==> src/rtl/ps2_host_rx.sv <==
// Host-side PS/2 receiver: conditions the line pair, deserialises 11-bit frames,
// checks start/parity/stop and queues good bytes in a small FIFO with valid/ready drain.
module ps2_host_rx #(
  parameter int FILTER    = 4,
  parameter int TIMEOUT   = 1024,
  parameter int FIFO_BITS = 2
) (
  input  logic       clk_sys,
  input  logic       reset_n,
  input  logic       ps2_clk,
  input  logic       ps2_data,
  output logic [7:0] rx_data,
  output logic       rx_valid,
  input  logic       rx_ready,
  output logic       parity_err,
  output logic       frame_err,
  output logic       overflow
);

  localparam int                 DEPTH    = 1 << FIFO_BITS;
  localparam logic [FIFO_BITS:0] DEPTH_C  = (FIFO_BITS + 1)'(DEPTH);
  localparam logic [3:0]         FLT_LAST = 4'(FILTER - 1);
  localparam logic [15:0]        TMO_LAST = 16'(TIMEOUT - 1);

  logic [1:0]           clk_sync;
  logic [1:0]           dat_sync;
  logic                 fclk;
  logic [3:0]           flt_cnt;
  logic                 fall;
  logic                 dat_bit;

  logic [3:0]           bit_cnt;
  logic [7:0]           shreg;
  logic                 par_acc;
  logic                 perr_flag;
  logic [15:0]          tmo_cnt;
  logic                 tmo_hit;

  logic [7:0]           mem [DEPTH];
  logic [FIFO_BITS-1:0] wr_ptr;
  logic [FIFO_BITS-1:0] rd_ptr;
  logic [FIFO_BITS:0]   count;
  logic                 push;
  logic                 pop;
  logic                 full;
  logic                 wr_en;

  // A fall is the edge on which the filtered clock is about to drop to 0.
  assign fall    = fclk && !clk_sync[1] && (flt_cnt == FLT_LAST);
  assign dat_bit = dat_sync[1];

  // NOTE: every clocked block uses non-blocking assignments so all registers
  // update from pre-edge values regardless of statement order.
  always_ff @(posedge clk_sys or negedge reset_n) begin
    if (!reset_n) begin
      clk_sync <= 2'b11;
      dat_sync <= 2'b11;
      fclk     <= 1'b1;
      flt_cnt  <= '0;
    end else begin
      clk_sync <= {clk_sync[0], ps2_clk};
      dat_sync <= {dat_sync[0], ps2_data};
      if (clk_sync[1] != fclk) begin
        if (flt_cnt == FLT_LAST) begin
          fclk    <= clk_sync[1];
          flt_cnt <= '0;
        end else begin
          flt_cnt <= flt_cnt + 4'd1;
        end
      end else begin
        flt_cnt <= '0;
      end
    end
  end

  assign tmo_hit = !fall && (bit_cnt != 4'd0) && (tmo_cnt == TMO_LAST);

  always_ff @(posedge clk_sys or negedge reset_n) begin
    if (!reset_n) begin
      bit_cnt    <= '0;
      shreg      <= '0;
      par_acc    <= 1'b0;
      perr_flag  <= 1'b0;
      tmo_cnt    <= '0;
      parity_err <= 1'b0;
      frame_err  <= 1'b0;
    end else begin
      parity_err <= 1'b0;
      frame_err  <= 1'b0;
      if (fall) tmo_cnt <= '0;
      else if (tmo_cnt != 16'hFFFF) tmo_cnt <= tmo_cnt + 16'd1;

      if (fall) begin
        if (bit_cnt == 4'd0) begin
          if (dat_bit) begin
            frame_err <= 1'b1;
          end else begin
            bit_cnt   <= 4'd1;
            par_acc   <= 1'b0;
            perr_flag <= 1'b0;
          end
        end else if (bit_cnt <= 4'd8) begin
          shreg   <= {dat_bit, shreg[7:1]};
          par_acc <= par_acc ^ dat_bit;
          bit_cnt <= bit_cnt + 4'd1;
        end else if (bit_cnt == 4'd9) begin
          perr_flag <= ~(par_acc ^ dat_bit);
          bit_cnt   <= 4'd10;
        end else begin
          bit_cnt <= '0;
          if (!dat_bit)       frame_err  <= 1'b1;
          else if (perr_flag) parity_err <= 1'b1;
        end
      end else if (tmo_hit) begin
        bit_cnt   <= '0;
        perr_flag <= 1'b0;
        frame_err <= 1'b1;
      end
    end
  end

  // Good stop bit with clean parity: the assembled byte is offered to the FIFO.
  assign push  = fall && (bit_cnt == 4'd10) && dat_bit && !perr_flag;
  assign full  = (count == DEPTH_C);
  assign pop   = (count != '0) && rx_ready;
  assign wr_en = push && (!full || pop);

  // NOTE: the storage array carries no reset; only pointers and count define
  // which entries are live, so stale contents are never observed.
  always_ff @(posedge clk_sys) begin
    if (wr_en) mem[wr_ptr] <= shreg;
  end

  always_ff @(posedge clk_sys or negedge reset_n) begin
    if (!reset_n) begin
      wr_ptr   <= '0;
      rd_ptr   <= '0;
      count    <= '0;
      overflow <= 1'b0;
    end else begin
      overflow <= push && full && !pop;
      if (wr_en) wr_ptr <= wr_ptr + 1'b1;
      if (pop)   rd_ptr <= rd_ptr + 1'b1;
      case ({wr_en, pop})
        2'b10:   count <= count + 1'b1;
        2'b01:   count <= count - 1'b1;
        default: count <= count;
      endcase
    end
  end

  assign rx_valid = (count != '0);
  assign rx_data  = rx_valid ? mem[rd_ptr] : 8'h00;

endmodule
==> config.mk <==
export PLATFORM = sky130hd
export DESIGN_NAME = ps2_host_rx
export DESIGN_NICKNAME = d
export VERILOG_FILES = /design/src/rtl/ps2_host_rx.sv
export SDC_FILE = /design/constraint.sdc
export NUM_CORES = 1
export LEC_CHECK = 0
export ABC_AREA = 1
export BUFFER_PORTS_ARGS = -buffer_cell sky130_fd_sc_hd__clkbuf_2
export CAP_MARGIN = 20
export CORE_UTILIZATION = 28
export CTS_BUF_LIST = sky130_fd_sc_hd__clkbuf_4
export DETAILED_ROUTE_END_ITERATION = 6
export GPL_ROUTABILITY_DRIVEN = 1
export PLACE_DENSITY = 0.53
export RECOVER_POWER = 25
export SKIP_LAST_GASP = 1
export SLEW_MARGIN = 15
export SYNTH_ARGS = -nofsm -noshare
export SYNTH_HDL_FRONTEND = slang
export SYNTH_SLANG_ARGS = --single-unit
==> constraint.sdc <==
create_clock -name clk_sys -period 6.13 [get_ports clk_sys]
set_input_delay 0.613 -clock clk_sys [delete_from_list [all_inputs] [get_ports clk_sys]]
set_output_delay 0.613 -clock clk_sys [all_outputs]
set_load 0.02 [all_outputs]
==> results.cfg, run 1 <==
[clock_tree]
clkTransAtPathRegs_ns = 0.13
cts_buffers = 9
htreeDepth = 3
worstSkewPairLatency_ns = 0.44
cts_resized = 0
cts_hold_buf = 0
cts_root_buffer = clkbuf_4
cts.path.max_buffers = 2
clock_sinks = 81
cts_tree = built
post_cts_buffers = 0

[timing]
setup_tns_ns = 0
drv_slew = 50
fin_crit_sh = 0.4348
worst_slew_pin_slew_ns = 2.677
relSlewSlack = -0.7844
postLayoutSetupSlackWorst_ns = 3.465
post-route-min-period_ns = 2.665
setup_viol = 0
fin_skew_ns = 0.02357
rsz0062_at_grt = false
fmax_mhz = 375.2
hold_viol_final = 0

[synthesis]
yosysMostFrequentCell = nor2_1
synth_area_per_cell_um2 = 9.758
synth.cell_area_um2 = 3835
yosysSeqAreaShare = 0.5719
ys_top_cells_by_area = dfrtp_1 (29%), edfxtp_1 (25%), nor2_1 (6.4%)
synth_edf_count = 32
synthFlopType = dfrtp_1
yosys_warnings = 0
syn_inst = 393
yosysTopAreaCell = dfrtp_1
ys_seq_elements = 81
synth_cell_types = 37
syn_nets = 411
synthArstFlopShare = 0.6049
synthTopCellsByCount = nor2_1 (65), nand2_1 (54), dfrtp_1 (44), inv_1 (41), edfxtp_1 (32)
yosysTopAreaCellShare = 0.2871

[power]
p_clk_frac = 0.204
swShare = 0.3794
p_seq_frac = 0.504
internal-power_mw = 0.8494
pwr-share-comb = 0.293
power_density_nw_per_um2 = 326.1
p_switching_mw = 0.5192
ir_drop_uv = 131.6
total_power_mw = 1.369
cellLeakagePower_nw = 1.786

[hold_path]
hold_start = ps2_clk
min_path_cells = 1
hp-class = input pin to flip-flop
hold_end = clk_sync[0]$_DFF_PN1_

[setup_path]
rrSetupSlack_ns = 3.91
reg2reg_depth = 11
r2r-end = count[2]$_DFFE_PN0P_
cp.required_ns = 5.52
endpoint_kind = primary output
cp_max_fo = 19
start_kind = flip-flop
worst_ep_arrival_time_ns = 2.05
r2r_start = clk_sync[1]$_DFF_PN1_
crit_type = flip-flop to primary output

[place]
port_buffers = 16
globalplace.congestion = 0.8303
place_ws_ns = 3.884
dp_hpwl_um = 4922

[route]
vias = 2620
postRouteAntennaNets = 0
wl_met3_um = 280
drtIter0Drc = 169
wl_per_cell_um = 11.92
vias_per_cell = 4.411
post-route-drc-count = 0
highest_layer = met4
dr.pass1.iters = 4
wl_met1_um = 3509
wl_met2_um = 3185
routed_wl_um = 7082

[final_layout]
final_util = 0.3156
multi_input_comb_area_um2 = 1403
syn2layout_area_growth_pct = 9.429
regArea_um2 = 2193
n_antenna_cell = 0
drive_gt1_frac = 0.1507
nNetsFinal = 431
n_fill_cell = 1357

[die]
start_util = 0.2884
core_area_um2 = 13300
row_count = 42
dieArea_um2 = 14170
ioPinCount = 17
die_w_um = 119.0
die-height_um = 119.0

[global_routing]
grt-ovfl-total = 0
grt_max_degree = 50
antenna_found_initial = 0
grtUsageTotal = 0.1110
grt_pass1_vias = 2571
grt_pass1_wl_um = 12420

[outcome]
outcome = finished, violations left
violations = max-capacitance violations, max-slew violations

[run]
maxCapViolations = 1
[how the worst max path moves through the flow]
| stage | start | to | slack [ns] |
|---|---|---|---|
| global route | reset_n | wr_ptr[0]$_DFFE_PN0P_ | 2.87 |
| floorplan | clk_sync[1]$_DFF_PN1_ | count[2]$_DFFE_PN0P_ | 4.04 |
| finish | rd_ptr[0]$_DFFE_PN0P_ | rx_data[0] | 3.46 |
| CTS | rd_ptr[0]$_DFFE_PN0P_ | rx_data[0] | 3.41 |
| detailed placement | rx_ready | count[2]$_DFFE_PN0P_ | 3.88 |
| global placement | rx_ready | count[2]$_DFFE_PN0P_ | 3.92 |
[worst max-delay path, stage by stage (launching register included)]
cell and delay (ns):
dfrtp_1 0.77, inv_2 0.26, o21ai_0 0.32, a21oi_1 0.10
clkbuf_2 0.18
[power groups by stage]
stage	combinational, mW	sequential [mW]	clock, mW
after floorplan	0.333	0.662	0
after global placement	0.397	0.699	0
after detailed placement	0.407	0.701	0
after CTS	0.408	0.690	0.293
after global routing	0.461	0.701	0.316
final	0.400	0.689	0.279
[logic make-up after synthesis]
family / after synthesis / synth area share
and+or+nand+nor: 170 / 0.2033
adders and majority gates: 13 / 0.04437
xor gates and xnor gates: 8 / 0.01827
buffers and inverters: 55 / 0.06231
DFF: 81 / 0.5719
AOI/OAI and AO/OA: 66 / 0.09984
[stage by stage]
| step | cell area, um2 | hold WS [ns] | instances |
|---|---|---|---|
| finish | 4197 | 0.2534 | 594 |
| detailed placement | 4083 | 0.3472 | 578 |
| global route | 4197 | 0.1998 | 594 |
| floorplan | 3835 | 0.3174 | 393 |
| CTS | 4202 | 0.2192 | 594 |
| global placement | 4083 | 0.3491 | 578 |
[placed cells by master (no fill, tap or decap), drive strengths merged]
cell type and n:
ha 12, xor2 3, nand3 23, clkinv 5
dfrtp 44, nand4 9, fa 1, o21ai 40
edfxtp 32, nand2 57, inv 47, o211ai 2
o22ai 1, o21bai 1, clkinvlp 1, or2 2
a21oi 15, a31oi 6, xnor2 5, dfstp 5
nor3 9, nor2 70, clkbuf 27, o31ai 1
[layout make-up]
type | instances | area share
clock buffers | 10 | 0.01789
flip-flops and latches | 81 | 0.5227
well taps | 176 | 0.05247
multi-input cells | 257 | 0.3342
repair buffers | 17 | 0.01968
clock inverters | 6 | 0.01044
inverters | 47 | 0.04264
[layer usage]
metal  GRT usage  up-vias
li1            -     1345
met1      0.1495     1216
met2      0.1697       48
met3     0.03257       11
met4     0.03718        0
met5           0        -
[sequential cells by signal (all words and copies together) (netlist names), 2 cells and up]
name / count
mem: 32
tmo_cnt: 16
shreg: 8
bit_cnt: 4
flt_cnt: 4
count: 3
clk_sync: 2
dat_sync: 2
rd_ptr: 2
wr_ptr: 2
Power figures use the tool's default switching activity.
==> run 2, diff against run 1 <==
Clock period 6.13 ns to 2.5 ns, I/O delays scaled along.
==> run 2 against run 1 <==
The flow now finishes without violations. Worst hold slack got worse by 0.063 ns. Sequential share of layout area fell by 1.7 points. Sequential cell count did not move. Combinational power rose to 2.6 times the previous value. First-iteration DRC count rose by 28%. Count of clock-buffer cells in the layout fell by 1. Routed wire length rose by 3.9%. Clock skew fell by 0.012 ns. Sequential power rose by 140%. Largest cell class unchanged. Highest routed layer unchanged.
==> results.cfg, run 2 (synthesized netlist as in run 1, its figures left out) <==
[die]
die-height_um = 119.0
row_count = 42
start_util = 0.2884
ioPinCount = 17
die_w_um = 119.0
core_area_um2 = 13300
dieArea_um2 = 14170

[final_layout]
final_area_um2 = 4342
regMostFlops = mem
n_antenna_cell = 0
drive_gt1_frac = 0.1682
final_util = 0.3266
largest_reg_flops = 32
final_common_cell = nor2_1
syn2layout_area_growth_pct = 13.21
finalNonFillerCells = 604
top_regs = mem: 32 flops, tmo_cnt: 16 flops, shreg: 8 flops
layout.cells.most_common_list = nor2_1 (65), nand2_1 (54), dfrtp_1 (43)
nNetsFinal = 441
n_fill_cell = 1396

[route]
vias_per_cell = 4.389
vias = 2651
wl_per_cell_um = 12.18
drtIter0Drc = 216
routed_wl_um = 7358
post-route-drc-count = 0
dr.pass1.iters = 4
postRouteAntennaNets = 0

[place]
place_area_um2 = 4135
globalplace.congestion = 0.8297
dp_hpwl_um = 5113
place_inst = 585
port_buffers = 16

[clock_tree]
cts_root_buffer = clkbuf_4
clock_sinks = 81
cts_tree = built
post_cts_buffers = 0
cts.path.max_buffers = 2
worstSkewPairLatency_ns = 0.46
cts_buffers = 9
clkTransAtPathRegs_ns = 0.14
htreeDepth = 3

[timing]
rsz0062_at_grt = false
setup_tns_ns = 0
drv_slew = 0
relSlewSlack = 0.06384
post-route-min-period_ns = 2.239
worst_slew_pin_slew_ns = 1.404
fmax_mhz = 446.6
fin_skew_ns = 0.01141
hold_viol_final = 0
setup_viol = 0
fin_crit_sh = 0.8957

[global_routing]
antenna_found_initial = 0
grtUsageTotal = 0.1193
grt_pass1_vias = 2740
grt-ovfl-total = 0
grt_max_degree = 24
grt_pass1_wl_um = 13060

[setup_path]
endpoint_kind = flip-flop
cp_max_fo = 9
start_kind = flip-flop
crit_type = flip-flop to flip-flop
worst_ep_arrival_time_ns = 2.59
cp.required_ns = 2.85

[hold_path]
hp-class = input pin to flip-flop

[outcome]
outcome = complete, no violations

[power]
cellLeakagePower_nw = 1.847
ir_drop_uv = 326.6
power_density_nw_per_um2 = 840.9
total_power_mw = 3.651

[run]
maxCapViolations = 0
[run 2: cell types whose count changed in the layout (fill, tap and decap cells not counted), sizes merged]
cell         before  now
buf               0    8
clkinv            5    2
dlygate4sd3       0    3
inv              47   50
bufinv            0    2
clkbuf           27   25
clkinvlp          1    0
[run 2: per-stage QoR]
stage,worst slack (ns),hold WS (ns)
3_3_place_gp,0.3133,0.3066
5_1_grt,0.04182,0.1391
3_5_place_dp,0.2603,0.3199
4_1_cts,0.1387,0.1471
2_1_floorplan,0.4096,-0.04559
6_report,0.2608,0.1903
[run 2: report_power, final]
group / internal [mW] / leakage (nW) / switching, mW
Combinational: 0.373 / 0.909 / 0.658
Clock: 0.428 / 0.0950 / 0.514
Sequential: 1.52 / 0.844 / 0.163
Total: 2.32 / 1.85 / 1.33
[run 2: worst paths after layout]
path / startpoint / to / slack (ns) / depth (start not counted)
max reg2reg: clk_sync[1]$_DFF_PN1_ / count[2]$_DFFE_PN0P_ / 0.26 / 11
min in group asynchronous: reset_n / bit_cnt[0]$_DFFE_PN0P_ / 0.63 / 2
max in group asynchronous: reset_n / clk_sync[0]$_DFF_PN1_ / 0.88 / 3
max: clk_sync[1]$_DFF_PN1_ / count[2]$_DFFE_PN0P_ / 0.26 / 11
min reg2reg: clk_sync[0]$_DFF_PN1_ / clk_sync[1]$_DFF_PN1_ / 0.36 / 0
min: rx_ready / overflow$_DFF_PN0_ / 0.19 / 4
[run 2: critical path: stages, from the launching register on]
cell	delay, ns
dfstp_2	0.54
inv_1	0.04
ha_1	0.18
inv_1	0.13
nor2_8	0.08
nand3_2	0.15
ha_1	0.17
inv_1	0.06
fa_1	0.38
a21oi_1	0.15
o21ai_0	0.12
xnor2_1	0.14
[run 2: repair_timing]
item / 4_1_cts / 5_1_grt
hold endpoints to repair: 23 / 0
endpoints found under the setup margin: 0 / 2
gates resized for setup: 0 / 1
hold buffers: 3 / 0
[run 2: area by class of cell]
cell class              instances  area (um2)  area share
clock buffers                   9       67.56     0.01556
repair buffers                 27       168.9     0.03890
flip-flops and latches         81        2195      0.5055
well taps                     176       220.2     0.05072
multi-input cells             257        1403      0.3231
clock inverters                 7       108.9     0.02507
inverters                      47       178.9     0.04121
[run 2: routing by layer]
metal,vias to the layer above,GRT usage,share of wire
met2,32,0.1904,0.46
met4,0,0.05459,0.017
met1,1237,0.1448,0.48
li1,1373,-,-
met5,-,0,0
met3,9,0.04023,0.037
==> run 3, diff against run 2 <==
Settings changed: GPL_TIMING_DRIVEN set to 0.
==> run 3 against run 2 <==
Clock skew increased by 0.0082 ns. Register-to-register slack is essentially flat. Sequential share of layout area increased by 0.61 points. Global-route usage decreased by 0.38 points. Highest routed layer unchanged. First-iteration DRC count down 20%. Sequential cell count is the same. Cell count fell by 0.17%. Via count rose by 1.2%. Worst hold slack better by 0.0064 ns.
==> results.cfg, run 3 (synthesized netlist as in run 1, its figures left out) <==
[global_routing]
grt_pass1_wl_um = 12780
grt_pass1_vias = 2632
grt_max_degree = 50
grt-ovfl-total = 0
antenna_found_initial = 0
grtUsageTotal = 0.1155

[clock_tree]
clkTransAtPathRegs_ns = 0.14
post_cts_buffers = 0
worstSkewPairLatency_ns = 0.43
cts_tree = built
cts.path.max_buffers = 2
cts_root_buffer = clkbuf_4
cts_buffers = 9
clock_sinks = 81
htreeDepth = 3

[die]
dieArea_um2 = 14170
row_count = 42
core_area_um2 = 13300
die_w_um = 119.0
ioPinCount = 17
start_util = 0.2884
die-height_um = 119.0

[place]
place_inst = 585
place_ws_ns = 0.08068
globalplace.congestion = 0.8333
dp_hpwl_um = 5163
port_buffers = 16

[final_layout]
syn2layout_area_growth_pct = 11.81
top_regs = mem: 32 flops, tmo_cnt: 16 flops, shreg: 8 flops
nNetsFinal = 440
layout.cells.most_common_list = nor2_1 (64), nand2_1 (54), dfrtp_1 (44)
final_common_cell = nor2_1
n_antenna_cell = 0
largest_reg_flops = 32
regMostFlops = mem
drive_gt1_frac = 0.1686
finalNonFillerCells = 603
n_fill_cell = 1377

[timing]
fmax_mhz = 444.8
timing.hold.ws_ns = 0.1966
setup_tns_ns = 0
hold_viol_final = 0
post-route-min-period_ns = 2.248
fin_skew_ns = 0.01959
relSlewSlack = 0.1818
setup_viol = 0
postLayoutSetupSlackWorst_ns = 0.2518
rsz0062_at_grt = false
worst_slew_pin_slew_ns = 1.227
fin_crit_sh = 0.8993
drv_slew = 0

[setup_path]
critPathBufInv = 1
endpoint_kind = flip-flop
worst_ep_arrival_time_ns = 2.32
start_kind = flip-flop
r2r_start = bit_cnt[0]$_DFFE_PN0P_
crit_cells = 6
crit_type = flip-flop to flip-flop
path_cells = inv_1 -> ha_1 -> nand2_1 -> nor3_2 -> nand3_2 -> nor2_1
reg2reg_depth = 6
cp.required_ns = 2.58
rrSetupSlack_ns = 0.25
crit_family = simple AND/OR/NAND/NOR gates
max_stage_delay_ns = 0.65
r2r-end = mem[3][5]$_DFFE_PP_
cp_slowest_cell = nor2_1
cp_max_fo = 8

[route]
vias = 2682
drtIter0Drc = 172
vias_per_cell = 4.448
dr.pass1.iters = 4
wl_met3_um = 232
wl_met2_um = 3429
post-route-drc-count = 0
wl_met1_um = 3639
routed_wl_um = 7366
postRouteAntennaNets = 0
highest_layer = met4
wl_per_cell_um = 12.22

[power]
ir_drop_uv = 217.4
power_density_nw_per_um2 = 799.1
cellLeakagePower_nw = 1.814

[hold_path]
hold_start = rx_ready
hold_end = overflow$_DFF_PN0_
hp-class = input pin to flip-flop
min_path_cells = 4

[run]
maxCapViolations = 0

[outcome]
outcome = complete, no violations
==> run 3: cell types whose count changed in the layout (fill, tap and decap cells not counted), moves of 2 or more <==
cell       previous run  this run
buf_2                 0         3
buf_4                 8         1
buf_6                 0         3
bufinv_16             2         0
inv_8                 2         0
==> run 3: where the power goes <==
part           internal (mW)  leakage (nW)  switching [mW]
Combinational          0.372         0.904           0.719
Clock                  0.212        0.0647           0.492
Sequential              1.51         0.845           0.119
==> run 3: layer usage <==
metal  vias to the layer above  track usage
met5                         -            0
met4                         0      0.03956
met2                        39       0.1897
met3                         5      0.03209
li1                       1369            -
met1                      1269       0.1452
==> run 3: through the flow <==
step / power [mW] / area, um2 / utilization
after floorplan: 2.437 / 3835 / -
after global placement: 2.736 / 4135 / 0.3110
after detailed placement: 2.777 / 4138 / 0.3112
after CTS: 3.498 / 4287 / 0.3224
after global routing: 3.701 / 4288 / 0.3225
final: 3.426 / 4288 / 0.3225
==> run 3: worst register-to-register path, delay by kind of cell, from the launching register on <==
kind | cells | cell delay [ns]
simple gates | 4 | 1.14
buf+inv | 1 | 0.14
flops | 1 | 0.45
fa+ha+maj | 1 | 0.17
==> run 3: worst max path at each step <==
stage                                       from                   end  slack, ns
after global routing       dat_sync[1]$_DFF_PN1_   mem[1][5]$_DFFE_PP_       0.03
after global placement     dat_sync[1]$_DFF_PN1_   mem[3][7]$_DFFE_PP_      -0.01
after floorplan            clk_sync[1]$_DFF_PN1_  count[2]$_DFFE_PN0P_       0.41
after CTS                 bit_cnt[0]$_DFFE_PN0P_   mem[3][5]$_DFFE_PP_       0.07
final                     bit_cnt[0]$_DFFE_PN0P_   mem[3][5]$_DFFE_PP_       0.25
after detailed placement   dat_sync[1]$_DFF_PN1_   mem[3][5]$_DFFE_PP_       0.08
==> run 3: final cells by class <==
type	count	area, um2	share of cell area
inverters	47	178.9	0.04173
plain buffers	7	56.30	0.01313
flip-flops and latches	81	2193	0.5115
clock inverters	7	51.30	0.01196
repair buffers	19	110.1	0.02568
well taps	176	220.2	0.05136
multi-input cells	257	1410	0.3289
clock buffers	9	67.56	0.01576
==> run 3: timing repair <==
item / 4_1_cts / 5_1_grt
setup endpoints to repair: 0 / 37
hold buffers: 3 / 0
endpoints found under the hold margin: 46 / 0
resized for setup: 0 / 2
